==> config.mk <==
export PLATFORM = sky130hd
export DESIGN_NAME = ac_mode_sequencer
export DESIGN_NICKNAME = d
export VERILOG_FILES = /design/src/rtl/ac_mode_sequencer.sv
export SDC_FILE = /design/constraint.sdc
export NUM_CORES = 1
export LEC_CHECK = 0
export ABC_CLOCK_PERIOD_IN_PS = 4000
export BUFFER_PORTS_ARGS = -buffer_cell sky130_fd_sc_hd__buf_2
export CORE_AREA = 2 2 39 41
export DETAILED_ROUTE_END_ITERATION = 6
export DIE_AREA = 0 0 41 43
export PLACE_DENSITY = 0.45
export SETUP_SLACK_MARGIN = 0.15
export SLEW_MARGIN = 20
export SYNTH_ARGS = -nofsm -noshare
export SYNTH_HDL_FRONTEND = slang
export SYNTH_SLANG_ARGS = --single-unit
==> constraint.sdc <==
create_clock -name clk_i -period 4 [get_ports clk_i]
set_input_delay 0 -clock clk_i [delete_from_list [all_inputs] [get_ports clk_i]]
set_output_delay 0 -clock clk_i [all_outputs]
set_load 0.02 [all_outputs]
==> src/rtl/ac_mode_sequencer.sv <==
// ac_mode_sequencer: heater/cooler drive sequencer with min-on, dead-time and interlock.
// Optional run-time limit with sticky fault: define AC_SEQ_MAX_ON_EN.
module ac_mode_sequencer #(
   parameter int MIN_ON_CYCLES  = 8,
   parameter int MIN_OFF_CYCLES = 4,
   parameter int MAX_ON_CYCLES  = 64
) (
   input  logic clk_i,
   input  logic rst_i,
   input  logic enable_i,
   input  logic heat_req_i,
   input  logic cool_req_i,
   output logic heater_en_o,
   output logic cooler_en_o,
   output logic busy_o,
   output logic fault_o
);

   localparam int ON_OFF_TOP =
      (MIN_ON_CYCLES > MIN_OFF_CYCLES) ? MIN_ON_CYCLES : MIN_OFF_CYCLES;
`ifdef AC_SEQ_MAX_ON_EN
   localparam int CNT_TOP =
      (MAX_ON_CYCLES > ON_OFF_TOP) ? MAX_ON_CYCLES : ON_OFF_TOP;
`else
   localparam int CNT_TOP = ON_OFF_TOP;
`endif
   localparam int CW = (CNT_TOP > 1) ? $clog2(CNT_TOP) : 1;

   localparam logic [CW-1:0] ON_LAST  = CW'(MIN_ON_CYCLES - 1);
   localparam logic [CW-1:0] OFF_LAST = CW'(MIN_OFF_CYCLES - 1);
   localparam logic [CW-1:0] CNT_MAX  = '1;

   typedef enum logic [1:0] {
      S_IDLE,
      S_HEAT,
      S_COOL,
      S_REST
   } state_t;

   state_t        state;
   state_t        state_nx;
   state_t        start_state;
   logic [CW-1:0] cnt;
   logic [CW-1:0] cnt_nx;
   logic          start_blk;
   logic          max_trip;
   logic          heat_rel;
   logic          cool_rel;
   logic          on_met;

   assign heat_rel = !heat_req_i || !enable_i;
   assign cool_rel = !cool_req_i || !enable_i;
   assign on_met   = (cnt >= ON_LAST);

`ifdef AC_SEQ_MAX_ON_EN
   localparam logic [CW-1:0] MAX_LAST = CW'(MAX_ON_CYCLES - 1);

   logic fault;

   assign max_trip  = ((state == S_HEAT) || (state == S_COOL))
                      && (cnt == MAX_LAST);
   assign start_blk = fault;
   assign fault_o   = fault;

   // sticky run-time fault; a low global enable acknowledges it
   always_ff @(posedge clk_i) begin
      if (rst_i) begin
         fault <= 1'b0;
      end else if (!enable_i) begin
         fault <= 1'b0;
      end else if (max_trip) begin
         fault <= 1'b1;
      end
   end
`else
   logic max_on_unused;

   assign max_on_unused = (MAX_ON_CYCLES > MIN_ON_CYCLES);
   assign max_trip      = 1'b0;
   assign start_blk     = 1'b0;
   assign fault_o       = 1'b0;
`endif

   // start rule: exactly one request with the AC enabled and no fault
   always_comb begin
      start_state = S_IDLE;
      if (enable_i && !start_blk) begin
         if (heat_req_i && !cool_req_i) begin
            start_state = S_HEAT;
         end else if (cool_req_i && !heat_req_i) begin
            start_state = S_COOL;
         end
      end
   end

   // next state: hold min on-time, then rest a fixed dead-time
   always_comb begin
      state_nx = state;
      case (state)
         S_IDLE: begin
            state_nx = start_state;
         end
         S_HEAT: begin
            if (max_trip || (heat_rel && on_met)) begin
               state_nx = S_REST;
            end
         end
         S_COOL: begin
            if (max_trip || (cool_rel && on_met)) begin
               state_nx = S_REST;
            end
         end
         S_REST: begin
            if (cnt == OFF_LAST) begin
               state_nx = start_state;
            end
         end
         default: begin
            state_nx = S_IDLE;
         end
      endcase
   end

   // shared dwell counter: cleared on each state change, saturating
   always_comb begin
      cnt_nx = cnt;
      if ((state_nx != state) || (state == S_IDLE)) begin
         cnt_nx = '0;
      end else if (cnt != CNT_MAX) begin
         cnt_nx = cnt + 1'b1;
      end
   end

   // state and counter registers
   always_ff @(posedge clk_i) begin
      if (rst_i) begin
         state <= S_IDLE;
         cnt   <= '0;
      end else begin
         state <= state_nx;
         cnt   <= cnt_nx;
      end
   end

   assign heater_en_o = (state == S_HEAT);
   assign cooler_en_o = (state == S_COOL);
   assign busy_o      = (state != S_IDLE);

endmodule

**Yosys cells after proc, flatten, opt, wreduce, memory -nomap -nowiden**

Cells that the tools add are included.

- Register bits after elaboration: 5
- Input port bits: 5
- Word-level logic and storage cells: 30

- Add/subtract/negate cells: 1
- Magnitude comparators: 1
- Equality and inequality tests: 6
- Muxes and demuxes: 7
- Reductions and logical operators: 13

Operator list:

| kind | number |
|---|---|
| 2-to-1 mux 2 bit | 6 |
| case mux 2 bit (4 select lines) | 1 |
| == test 2 bit (second input constant) | 2 |
| logical AND 1 bit | 4 |
| adder 3 x 1 -> 3 bit (second input constant) | 1 |
| == test 3 x 2 -> 1 bit (second input constant) | 1 |
| greater-or-equal comparator 3 bit (second input constant) | 1 |
| zero test 1 bit | 3 |
| logical OR 1 bit | 3 |
| != test 3 bit (second input constant) | 1 |
| == test 2 x 1 -> 1 bit (second input constant) | 1 |
| zero test 2 bit | 1 |
| != test 2 bit | 1 |
| nonzero test 2 bit | 1 |
| OR reduction 2 bit | 1 |

**Longest topological paths before layout**

Gate-level depths: netlist (run 1).

- Depth in word-level cells: 10
- Depth in mapped cells: 6
- Mapped depth without buffers: 5

**Worst setup path after synthesis (run 1)**

Ideal clock, no wire load.

- Path type: flip-flop to flip-flop
- Start point: reg cnt[0]
- End point: reg cnt[0]
- Arrival: 1.373 ns
- Data required time: 3.922 ns
- Path slack: 2.549 ns
- Cell stages (with the launch flop): 6
- Period minus slack after synthesis: 1.451 ns
- Cells stage by stage: dfxtp_1 ha_1 ha_1 and3_2 or3_4 nor3_1

- Longest elaborated chain between the ends: 7
- Elaborated cells between the ends (all ways): 13
- Classes of those cells: add/sub: 1; order compare: 1; eq/ne: 3; mux: 4; reduce/logical: 4

Ends and longest elaborated chain:

| item | RTL line | source |
|---|---|---|
| start: declaration | 43 | `logic [CW-1:0] cnt;` |
| start signal: assignment | 141 | `cnt <= cnt_nx;` |
| greater-or-equal comparator 3 bit | 53 | `assign on_met = (cnt >= ON_LAST);` |
| logical AND 1 bit, on equally long branches | 109, 104 |  |
| 2-to-1 mux 2 bit, on equally long branches | 109, 104 |  |
| case mux 2 bit (4 select lines) | 99 | `case (state)` |
| != test 2 bit | 127 | `if ((state_nx != state) \|\| (state == S_IDLE)) begin` |
| logical OR 1 bit | 127 |  |
| OR reduction 2 bit (no line) | -- |  |

Several ways; a longest one is shown, not always the timed one.
A chain may end at the register's enable or synchronous reset.

**Final worst setup path (run 1)**

- Start point: reg cnt[0]
- End point: reg cnt[2]

Same word-level chain as after synthesis.

==> results.md, run 1 <==
* Synth Cell Area at 347 um^2
* Static Leak at 0.205 nW
* Antenna cell count at 0
* Register area share after synthesis at 0.289
* Worst r2r dst: cnt[2]
* Total clock sinks at 5
* First-pass GRT wire length at 1.04 mm
* Classification of the worst setup path: register to register
* Clk Tree Root Cell: clkbuf_4
* Startpoint of the worst register-to-register path: cnt[0]
* Maximum count of clock buffers along a single path at 2
* CP startpoint kind: register
* Class of the tightest hold or removal check: input port to register
* Clock period minus final worst setup slack at 1.60 ns
* Final layout net count at 59
* Cell area power density at 357 mW/mm^2
* Number of synthesized flops with an enable pin at 0
* Clock latency on the worst-skew pair at 0.24 ns
* DRT antenna net count at 0
* Height of the chip at 43 um
* Number of top-level pins at 9
* Start point of the worst hold path: heat_req_i
* Vias per cell at 4.55
* Post-synthesis register bit count at 5
* Cell depth of the worst hold path at 3
* Buffers added on ports at 7
* CTS H-tree lvls at 1
* Die Footprint at 0.00176 mm^2
* Total Routing Usage GR at 0.0894
* GRT overflow at 0
* Synthesis-to-layout area growth at 23.1%
* 1st-pass router iterations at 4
* Reg2reg setup slack at 2.40 ns
* Clock slew at reported path FFs at 0.04 ns
* Share of final-layout standard cells stronger than drive strength 1 at 0.300
* P_sw at 0.0436 mW
* Cells after synthesis at 40
* Internal power at 0.109 mW
* First DRT Iteration DRCs at 5
* Slew Limit Fails at 0
* Uppermost layer routed: met3
* Clock share of power at 0.377
* Share of total power in combinational logic at 0.229
* Worst hold margin at 0.0747 ns
* Capture endpoint of the worst hold path: state[1]
* Dpl hpwl at 508 um
* Pin count of the biggest net entering global routing at 10
* Routed vias at 300
* Primary flip-flop cell chosen by synthesis mapping: dfxtp_1
* Max capacitance violation total at 0
* Gp weighted congestion at 0.643
* Crit path required time at 4.10 ns
* Mapped Nets at 48
* Post-synthesis average cell area at 8.66 um^2
* Sequential share of power at 0.394
* Residual DRC count at 0
* Aggregate routed wire length at 644 um
* Core area at 0.00138 mm^2
* Clock tree from TritonCTS: built
* Met3 Routed Length at 18 um
* Maximum achievable frequency at 0.624 GHz
* Number of buffers inserted by post-CTS setup repair at 0
* Capturing element type of the critical path: register
* Number of rows in the core area at 14
* Synthesis warning total at 0
* Via count of the first global-routing pass at 280
* Synth async-reset ratio at 0
* Highest fanout seen on the critical path at 7
* Arrival @ worst endpoint at 1.71 ns
* Status: complete, no violations
* Final clock period utilization by the worst path at 0.401
* Sum Neg Setup Slack at 0 ns
* Total length of routed met2 wires at 322 um
* Mean routed wirelength per cell at 9.76 um
* IR drop worst, VDD at 0.166 mV
* Cells on worst reg2reg path at 5
* # setup viols final at 0
* Post-route clock skew at 0.00160 ns
* Number of antenna violations at the first check in global routing at 0
* RSZ-0062 raised after global routing: false
* Clock buffers created by TritonCTS at 3
* Switching part of the total power at 0.286
* Effective utilization at floorplan at 0.250
* Sum of routed wire segments on met1 at 303 um
* Count of endpoints failing hold in the final timing report at 0
* Count of cell types in the netlist at 25
* Chip width at 41 um
registers in the layout, summed over array words and instances, names as in the netlist:
signal,flops
state,2
cnt,3
Yosys cell counts (all sizes together) (2+ instances only):
library cell	number	area (um^2)
nor4b	3	26.3
nor3	3	15.0
nand2	2	7.51
and3	2	13.8
a21oi	2	10.0
and2b	2	17.5
ha	3	37.5
nor2	2	7.51
dfxtp	5	100
inv	2	7.51
power groups by stage:
stage / sequential [mW] / clock (mW) / combinational (mW)
after global placement: 0.0613 / 0 / 0.0349
final: 0.0600 / 0.0574 / 0.0348
after global routing: 0.0612 / 0.0628 / 0.0383
after detailed placement: 0.0611 / 0 / 0.0341
after CTS: 0.0601 / 0.0604 / 0.0350
after floorplan: 0.0596 / 0 / 0.0256
through the flow:
stage                     power [mW]  utilization  instance area, um^2  instances  setup slack, ns
after floorplan               0.0852            -                  347         40             2.55
after global placement        0.0962        0.282                  390         61             2.47
after detailed placement      0.0952        0.282                  390         61             2.44
after CTS                      0.155        0.308                  427         66             2.42
after global routing           0.162        0.308                  427         66             2.27
final                          0.152        0.308                  427         66             2.40
critical path, cell delays in order (launching register included):
cell and delay [ns]:
dfxtp_1 0.37, ha_1 0.21, ha_1 0.31, a31oi_1 0.08
a211oi_1 0.39, nor3_1 0.11
per-layer routing:
layer  GRT usage  vias to the layer above
li1            -                      164
met1       0.106                      132
met2       0.119                        4
met3      0.0314                        0
met4      0.0800                        0
met5           0                        -
area by class of cell:
cell class,count,area (um^2)
fillers,153,957
multi-input cells,31,228
flip-flops and latches,5,100
repair buffers,8,45.0
clock buffers,4,26.3
well taps,16,20.0
inverters,2,7.51
repair_timing:
action | 4_1_cts | 5_1_grt
hold endpoints to repair | 2 | 0
setup endpoints to repair | 0 | 0
resized for setup | 0 | 0
hold buffers | 1 | 0
cell families (layout without fill, tap and decap cells):
kind of cell               Yosys count  count (layout)  synth area share
and+or+nand+nor                     17              17             0.332
AOI/OAI and AO/OA                    8               8             0.152
DFF                                  5               5             0.289
buffers and inverters                4              14            0.0542
adders and majority gates            3               3             0.108
other                                1               1            0.0108
xor gates and xnor gates             1               1            0.0253
muxes                                1               1            0.0289
how the worst max path moves through the flow:
stage | from | end | slack (ns) | cells after the start
6_report | cnt[0] | cnt[2] | 2.40 | 5
5_1_grt | cnt[0] | cnt[0] | 2.27 | 5
4_1_cts | cnt[0] | cnt[2] | 2.42 | 5
3_5_place_dp | cnt[0] | cnt[2] | 2.44 | 5
3_3_place_gp | cnt[0] | cnt[2] | 2.47 | 5
2_1_floorplan | cnt[0] | cnt[0] | 2.55 | 5
cells in the final DEF, fill, tap and decap left out, types with 2 or more instances in the layout:
cell      netlist  routed
buf_2           0       7
dfxtp_1         5       5
nor3_1          3       3
nor4b_1         3       3
ha_1            3       3
clkbuf_4        0       3
and2b_2         2       2
inv_1           2       2
nor2_1          2       2
nand2_1         2       2
a21oi_1         2       2
No activity file was read; power rests on OpenSTA's default activity.
==> run 2: changes to the inputs <==
--- a/config.mk
+++ b/config.mk
@@ -5,12 +5,12 @@
 export SDC_FILE = /design/constraint.sdc
 export NUM_CORES = 1
 export LEC_CHECK = 0
-export ABC_CLOCK_PERIOD_IN_PS = 4000
+export ABC_CLOCK_PERIOD_IN_PS = 1300
 export BUFFER_PORTS_ARGS = -buffer_cell sky130_fd_sc_hd__buf_2
 export CORE_AREA = 2 2 39 41
 export DETAILED_ROUTE_END_ITERATION = 6
 export DIE_AREA = 0 0 41 43
-export PLACE_DENSITY = 0.45
+export PLACE_DENSITY = 0.47
 export SETUP_SLACK_MARGIN = 0.15
 export SLEW_MARGIN = 20
 export SYNTH_ARGS = -nofsm -noshare
==> constraint.sdc (replaced) <==
create_clock -name clk_i -period 1.3 [get_ports clk_i]
set_input_delay 0 -clock clk_i [delete_from_list [all_inputs] [get_ports clk_i]]
set_output_delay 0 -clock clk_i [all_outputs]
set_load 0.02 [all_outputs]
==> results.md, run 2 (synthesized netlist as in run 1, its figures left out) <==
* First DRT Iteration DRCs at 6 (+1)
* Capturing element type of the critical path: register
* Clock buffers created by TritonCTS at 3 (unchanged)
* Cell area power density at 880 mW/mm^2 (+150%)
* Final layout net count at 66 (+12%)
* DRT antenna net count at 0 (unchanged)
* Residual DRC count at 0 (unchanged)
* Via count of the first global-routing pass at 297 (+6.1%)
* Highest fanout seen on the critical path at 3 (-4)
* IR drop worst, VDD at 0.478 mV (+190%)
* Class of the tightest hold or removal check: input port to register
* RSZ-0062 raised after global routing: true
* Share of final-layout standard cells stronger than drive strength 1 at 0.667 (+0.367)
* Worst hold margin at 0.0527 ns (-0.0221 ns)
* P_sw at 0.166 mW (+280%)
* CP startpoint kind: register
* # setup viols final at 3 (+3)
* First-pass GRT wire length at 1.18 mm (+14%)
* Arrival @ worst endpoint at 1.56 ns (-0.15 ns)
* Share of total power in combinational logic at 0.302 (+0.073)
* Registers with the highest flip-flop counts: cnt (3), state (2)
* Clock share of power at 0.342 (-0.035)
* Failing checks: setup timing
* Cells on worst reg2reg path at 5 (unchanged)
* Antenna cell count at 0 (unchanged)
* Buffers added on ports at 7 (unchanged)
* Die Footprint at 0.00176 mm^2 (unchanged)
* Total Routing Usage GR at 0.101 (+0.0111)
* Maximum count of clock buffers along a single path at 2 (unchanged)
* Clk Tree Root Cell: clkbuf_4
* Pre-CTS setup slack at -0.0828 ns (-2.53 ns)
* Crit path required time at 1.46 ns (-2.64 ns)
* Pin count of the biggest net entering global routing at 9 (-1)
* CTS H-tree lvls at 1 (unchanged)
* Maximum achievable frequency at 0.714 GHz (+14%)
* Clock slew at reported path FFs at 0.05 ns (about the same)
* Vias per cell at 4.85 (+6.7%)
* Status: finished with violations
* Post-route clock skew at 0.00876 ns (+0.00715 ns)
* Reg2reg setup slack at -0.10 ns (-2.50 ns)
* Max reg flops at 3 (unchanged)
* Effective utilization at floorplan at 0.250 (unchanged)
* Slew Limit Fails at 0 (unchanged)
* Dpl hpwl at 555 um (+9.3%)
* Routed vias at 354 (+18%)
* GRT overflow at 0 (unchanged)
* Mean routed wirelength per cell at 12.5 um (+28%)
* Classification of the worst setup path: register to register
* Internal power at 0.367 mW (+240%)
* Sequential share of power at 0.356 (-0.038)
* Worst r2r dst: cnt[1]
* Clock latency on the worst-skew pair at 0.25 ns (about the same)
* Count of endpoints failing hold in the final timing report at 0 (unchanged)
* Startpoint of the worst register-to-register path: cnt[0]
* Number of rows in the core area at 14 (unchanged)
* Util after Layout at 0.438 (+0.129)
* Total clock sinks at 5 (unchanged)
* Static Leak at 0.266 nW (+30%)
* Switching part of the total power at 0.311 (+0.0242)
* 1st-pass router iterations at 4 (unchanged)
* Worst setup endpoint: cnt[1]
* Aggregate routed wire length at 911 um (+41%)
* Clock period minus final worst setup slack at 1.40 ns (-0.202 ns)
* Final clock period utilization by the worst path at 1.08 (+0.676)
* Number of top-level pins at 9 (unchanged)
* Max capacitance violation total at 0 (unchanged)
* Leading cell types in the layout, fill and taps excluded: 7 x buf_2, 7 x buf_4
* Core area at 0.00138 mm^2 (unchanged)
* Most flop-heavy register: cnt
* Final worst setup slack at -0.100 ns (-2.50 ns)
* Chip width at 41 um (unchanged)
* Synthesis-to-layout area growth at 74.7%
* Clock tree from TritonCTS: built
* Height of the chip at 43 um (unchanged)
* Gp weighted congestion at 0.739 (+15%)
* Number of antenna violations at the first check in global routing at 0 (unchanged)
* Beginning of the critical path: cnt[0]
==> run 2: cell types whose count changed in the layout (fill, tap and decap cells not counted), moves of 2 or more <==
cell	change
nor3_2	+3
buf_4	+7
nor4b_4	+3
dfxtp_4	+2
nor3_1	-3
dfxtp_1	-4
ha_1	-3
dfxtp_2	+2
ha_4	+3
nor4b_1	-3
==> run 2: cell type report <==
class | count | area (um^2)
well taps | 16 | 20.0
multi-input cells | 31 | 344
clock buffers | 4 | 26.3
flip-flops and latches | 5 | 110
inverters | 2 | 7.51
fillers | 146 | 778
repair buffers | 15 | 97.6
==> run 2: stage by stage <==
stage | power, mW | setup TNS [ns] | cells | instance area (um^2)
floorplan | 0.271 | -0.0437 | 40 | 392
global placement | 0.313 | -0.190 | 66 | 463
detailed placement | 0.311 | -0.216 | 66 | 463
CTS | 0.518 | -0.227 | 72 | 548
global route | 0.568 | -0.457 | 73 | 606
finish | 0.533 | -0.273 | 73 | 606
==> run 2: power groups by stage <==
stage          Combinational [mW]  Clock, mW  Sequential [mW]
2_1_floorplan              0.0824          0            0.188
3_3_place_gp                0.121          0            0.192
3_5_place_dp                0.120          0            0.191
4_1_cts                     0.140      0.191            0.187
5_1_grt                     0.175      0.201            0.193
6_report                    0.161      0.182            0.190
==> run 2: worst max-delay path, cell delays in order, from the launching register on <==
cell and delay, ns:
dfxtp_4 0.35, ha_4 0.17, ha_4 0.15, and3_4 0.17, or3_4 0.36, nor3_2 0.12
==> run 2: what timing repair did <==
item,in CTS,in global routing
hold buffers,1,0
resized for setup,9,8
pin swaps,0,2
buffers inserted,1,1
endpoints found under the setup margin,6,7
endpoints found under the hold margin,2,0
==> run 2: metal layers <==
layer,global-route usage,share of wire
met1,0.129,0.44
met2,0.141,0.51
met3,0.0628,0.052
met4,0.0200,0
met5,0,0
==> run 2: how the worst min path moves through the flow <==
stage	slack [ns]	depth (start not counted)	to	start
CTS	0.04	3	state[1]	heat_req_i
detailed placement	0.21	2	state[1]	rst_i
global route	0.05	3	cnt[0]	rst_i
finish	0.05	3	cnt[0]	rst_i
global placement	0.22	2	state[0]	rst_i
floorplan	0.08	1	state[0]	rst_i
==> run 3: changes to the inputs <==
--- a/config.mk
+++ b/config.mk
@@ -7,10 +7,11 @@
 export LEC_CHECK = 0
 export ABC_CLOCK_PERIOD_IN_PS = 1300
 export BUFFER_PORTS_ARGS = -buffer_cell sky130_fd_sc_hd__buf_2
-export CORE_AREA = 2 2 39 41
+export CELL_PAD_IN_SITES_DETAIL_PLACEMENT = 1
+export CELL_PAD_IN_SITES_GLOBAL_PLACEMENT = 2
+export CORE_UTILIZATION = 24
 export DETAILED_ROUTE_END_ITERATION = 6
-export DIE_AREA = 0 0 41 43
-export PLACE_DENSITY = 0.47
+export PLACE_DENSITY = 0.67
 export SETUP_SLACK_MARGIN = 0.15
 export SLEW_MARGIN = 20
 export SYNTH_ARGS = -nofsm -noshare
==> constraint.sdc (replaced) <==
create_clock -name clk_i -period 1.3 [get_ports clk_i]
set_input_delay 0 -clock clk_i [delete_from_list [all_inputs] [get_ports clk_i]]
set_output_delay 0 -clock clk_i [all_outputs]
set_load 0.005 [all_outputs]
==> results.md, run 3 (synthesized netlist as in run 1, its figures left out) <==
* Status: finished with violations
* Failing checks: setup timing
* Arrival @ worst endpoint at 1.56 ns (about the same)
* Max capacitance violation total at 0 (unchanged)
* Leading cell types in the layout, fill and taps excluded: 7 x buf_2, 4 x buf_4
* Count of endpoints failing hold in the final timing report at 0 (unchanged)
* Class of the tightest hold or removal check: input port to register
* Maximum count of clock buffers along a single path at 2 (unchanged)
* First DRT Iteration DRCs at 4 (-2)
* Routed vias at 368 (+4.0%)
* Slew Limit Fails at 0 (unchanged)
* Maximum achievable frequency at 0.717 GHz (+0.37%)
* Cell area power density at 903 mW/mm^2 (+2.6%)
* Pin count of the biggest net entering global routing at 9 (unchanged)
* Clock period minus final worst setup slack at 1.40 ns (-0.00518 ns)
* Antenna cell count at 0 (unchanged)
* Most flop-heavy register: cnt
* Util after Layout at 0.432 (-0.00551)
* Global-route met1 utilization at 0.165 (+0.0360)
* Share of final-layout standard cells stronger than drive strength 1 at 0.655 (-0.0121)
* 1st-pass router iterations at 2 (-2)
* Final clock period utilization by the worst path at 1.07 (-0.00399)
* Highest fanout seen on the critical path at 3 (unchanged)
* Final design area excluding fillers at 569 um^2 (-6.0%)
* Synthesis-to-layout area growth at 64.3%
* Vias per cell at 5.26 (+8.4%)
* Number of rows in the core area at 13 (-1)
* Global-route track usage on met3 at 0.0556 (-0.00727)
* CP startpoint kind: register
* Final layout net count at 64 (-3.0%)
* IR drop worst, VDD at 0.510 mV (+6.7%)
* Max reg flops at 3 (unchanged)
* Height of the chip at 40 um (-7.0%)
* Post-placement cell count at 63 (-4.5%)
* Clock tree from TritonCTS: built
* Aggregate routed wire length at 1.09 mm (+19%)
* Clock slew at reported path FFs at 0.05 ns (about the same)
* Gp weighted congestion at 0.798 (+8.1%)
* Via count of the first global-routing pass at 419 (+41%)
* Number of top-level pins at 9 (unchanged)
* Clock latency on the worst-skew pair at 0.25 ns (about the same)
* Commonest non-fill, non-tap cell in the layout: buf_2
* Post-route clock skew at 0.00575 ns (-0.00301 ns)
* # setup viols final at 3 (unchanged)
* Clock buffers created by TritonCTS at 3 (unchanged)
* Final worst setup slack at -0.0950 ns (+0.00518 ns)
* Classification of the worst setup path: register to register
* Total clock sinks at 5 (unchanged)
* Busiest layer in global routing: met2
* Static Leak at 0.243 nW (-8.9%)
* Mean routed wirelength per cell at 15.5 um (+24%)
* Crit path required time at 1.47 ns (about the same)
* Chip width at 40 um (-2.4%)
* Area after detailed placement at 447 um^2 (-3.5%)
* Worst hold margin at 0.0426 ns (-0.0100 ns)
* Die Footprint at 0.00160 mm^2 (-9.2%)
* GRT overflow at 0 (unchanged)
* Capturing element type of the critical path: register
* DRT antenna net count at 0 (unchanged)
* Number of antenna violations at the first check in global routing at 0 (unchanged)
* Effective utilization at floorplan at 0.263 (+0.0126)
* Filler cell count in the final layout at 153 (+4.8%)
* Total Routing Usage GR at 0.176 (+0.0752)
* Residual DRC count at 0 (unchanged)
* Clk Tree Root Cell: clkbuf_4
* Number of standard cells in the layout, taps in and fillers out at 70 (-4.1%)
* First-pass GRT wire length at 1.71 mm (+45%)
* Buffers added on ports at 7 (unchanged)
* Core area at 0.00132 mm^2 (-4.8%)
* M2 GR Usage at 0.306 (+0.166)
* CTS H-tree lvls at 1 (unchanged)
* RSZ-0062 raised after global routing: true
* Registers with the highest flip-flop counts: cnt (3), state (2)
* Dpl hpwl at 760 um (+37%)
* Sum Neg Setup Slack at -0.260 ns (+0.0127 ns)
==> run 3: cell count changes in the layout (fill, tap and decap cells not counted), sizes merged <==
cell | before | now
buf | 14 | 12
==> run 3: path summary, 6_finish.rpt <==
path              cells past startpoint      from       end  slack [ns]
setup reg to reg                      5    cnt[0]    cnt[1]        -0.1
hold / removal                        3     rst_i    cnt[0]        0.04
setup / recovery                      5    cnt[0]    cnt[1]        -0.1
hold reg to reg                       2  state[0]  state[0]        0.65
==> run 3: per-stage QoR <==
step                power [mW]  worst slack (ns)
floorplan                0.253           -0.0164
global placement         0.292           -0.0959
detailed placement       0.302           -0.0995
CTS                      0.515           -0.0854
global route             0.556            -0.136
finish                   0.514           -0.0950
==> run 3: routing by layer <==
layer / vias up / share of wire
met5: - / 0
met4: 0 / 0.029
met3: 5 / 0.041
met2: 8 / 0.51
met1: 179 / 0.42
li1: 176 / -
==> run 3: where the power goes <==
part / internal, mW / switching [mW]
sequential: 0.169 / 0.0213
clock: 0.117 / 0.0714
combinational: 0.0736 / 0.0617
==> run 3: repair_timing <==
action	in CTS	in global routing
endpoints found under the hold margin	2	0
buffers inserted	1	1
setup endpoints to repair	6	7
pin swaps	1	2
hold buffers	1	0
gates resized for setup	8	6
==> run 3: area by class of cell <==
class / count / area, um^2 / area share
inverter: 2 / 7.51 / 0.0132
clock buffer: 4 / 26.3 / 0.0462
timing repair buffer: 13 / 86.3 / 0.152
sequential: 5 / 110 / 0.193
tap: 15 / 18.8 / 0.0330
multi-input combinational: 31 / 320 / 0.563
==> run 3: critical path, stage by stage (launching register included) <==
cell and delay [ns]:
dfxtp_4 0.35, ha_4 0.18, ha_4 0.15, and3_4 0.18, or3_4 0.35, nor3_2 0.11
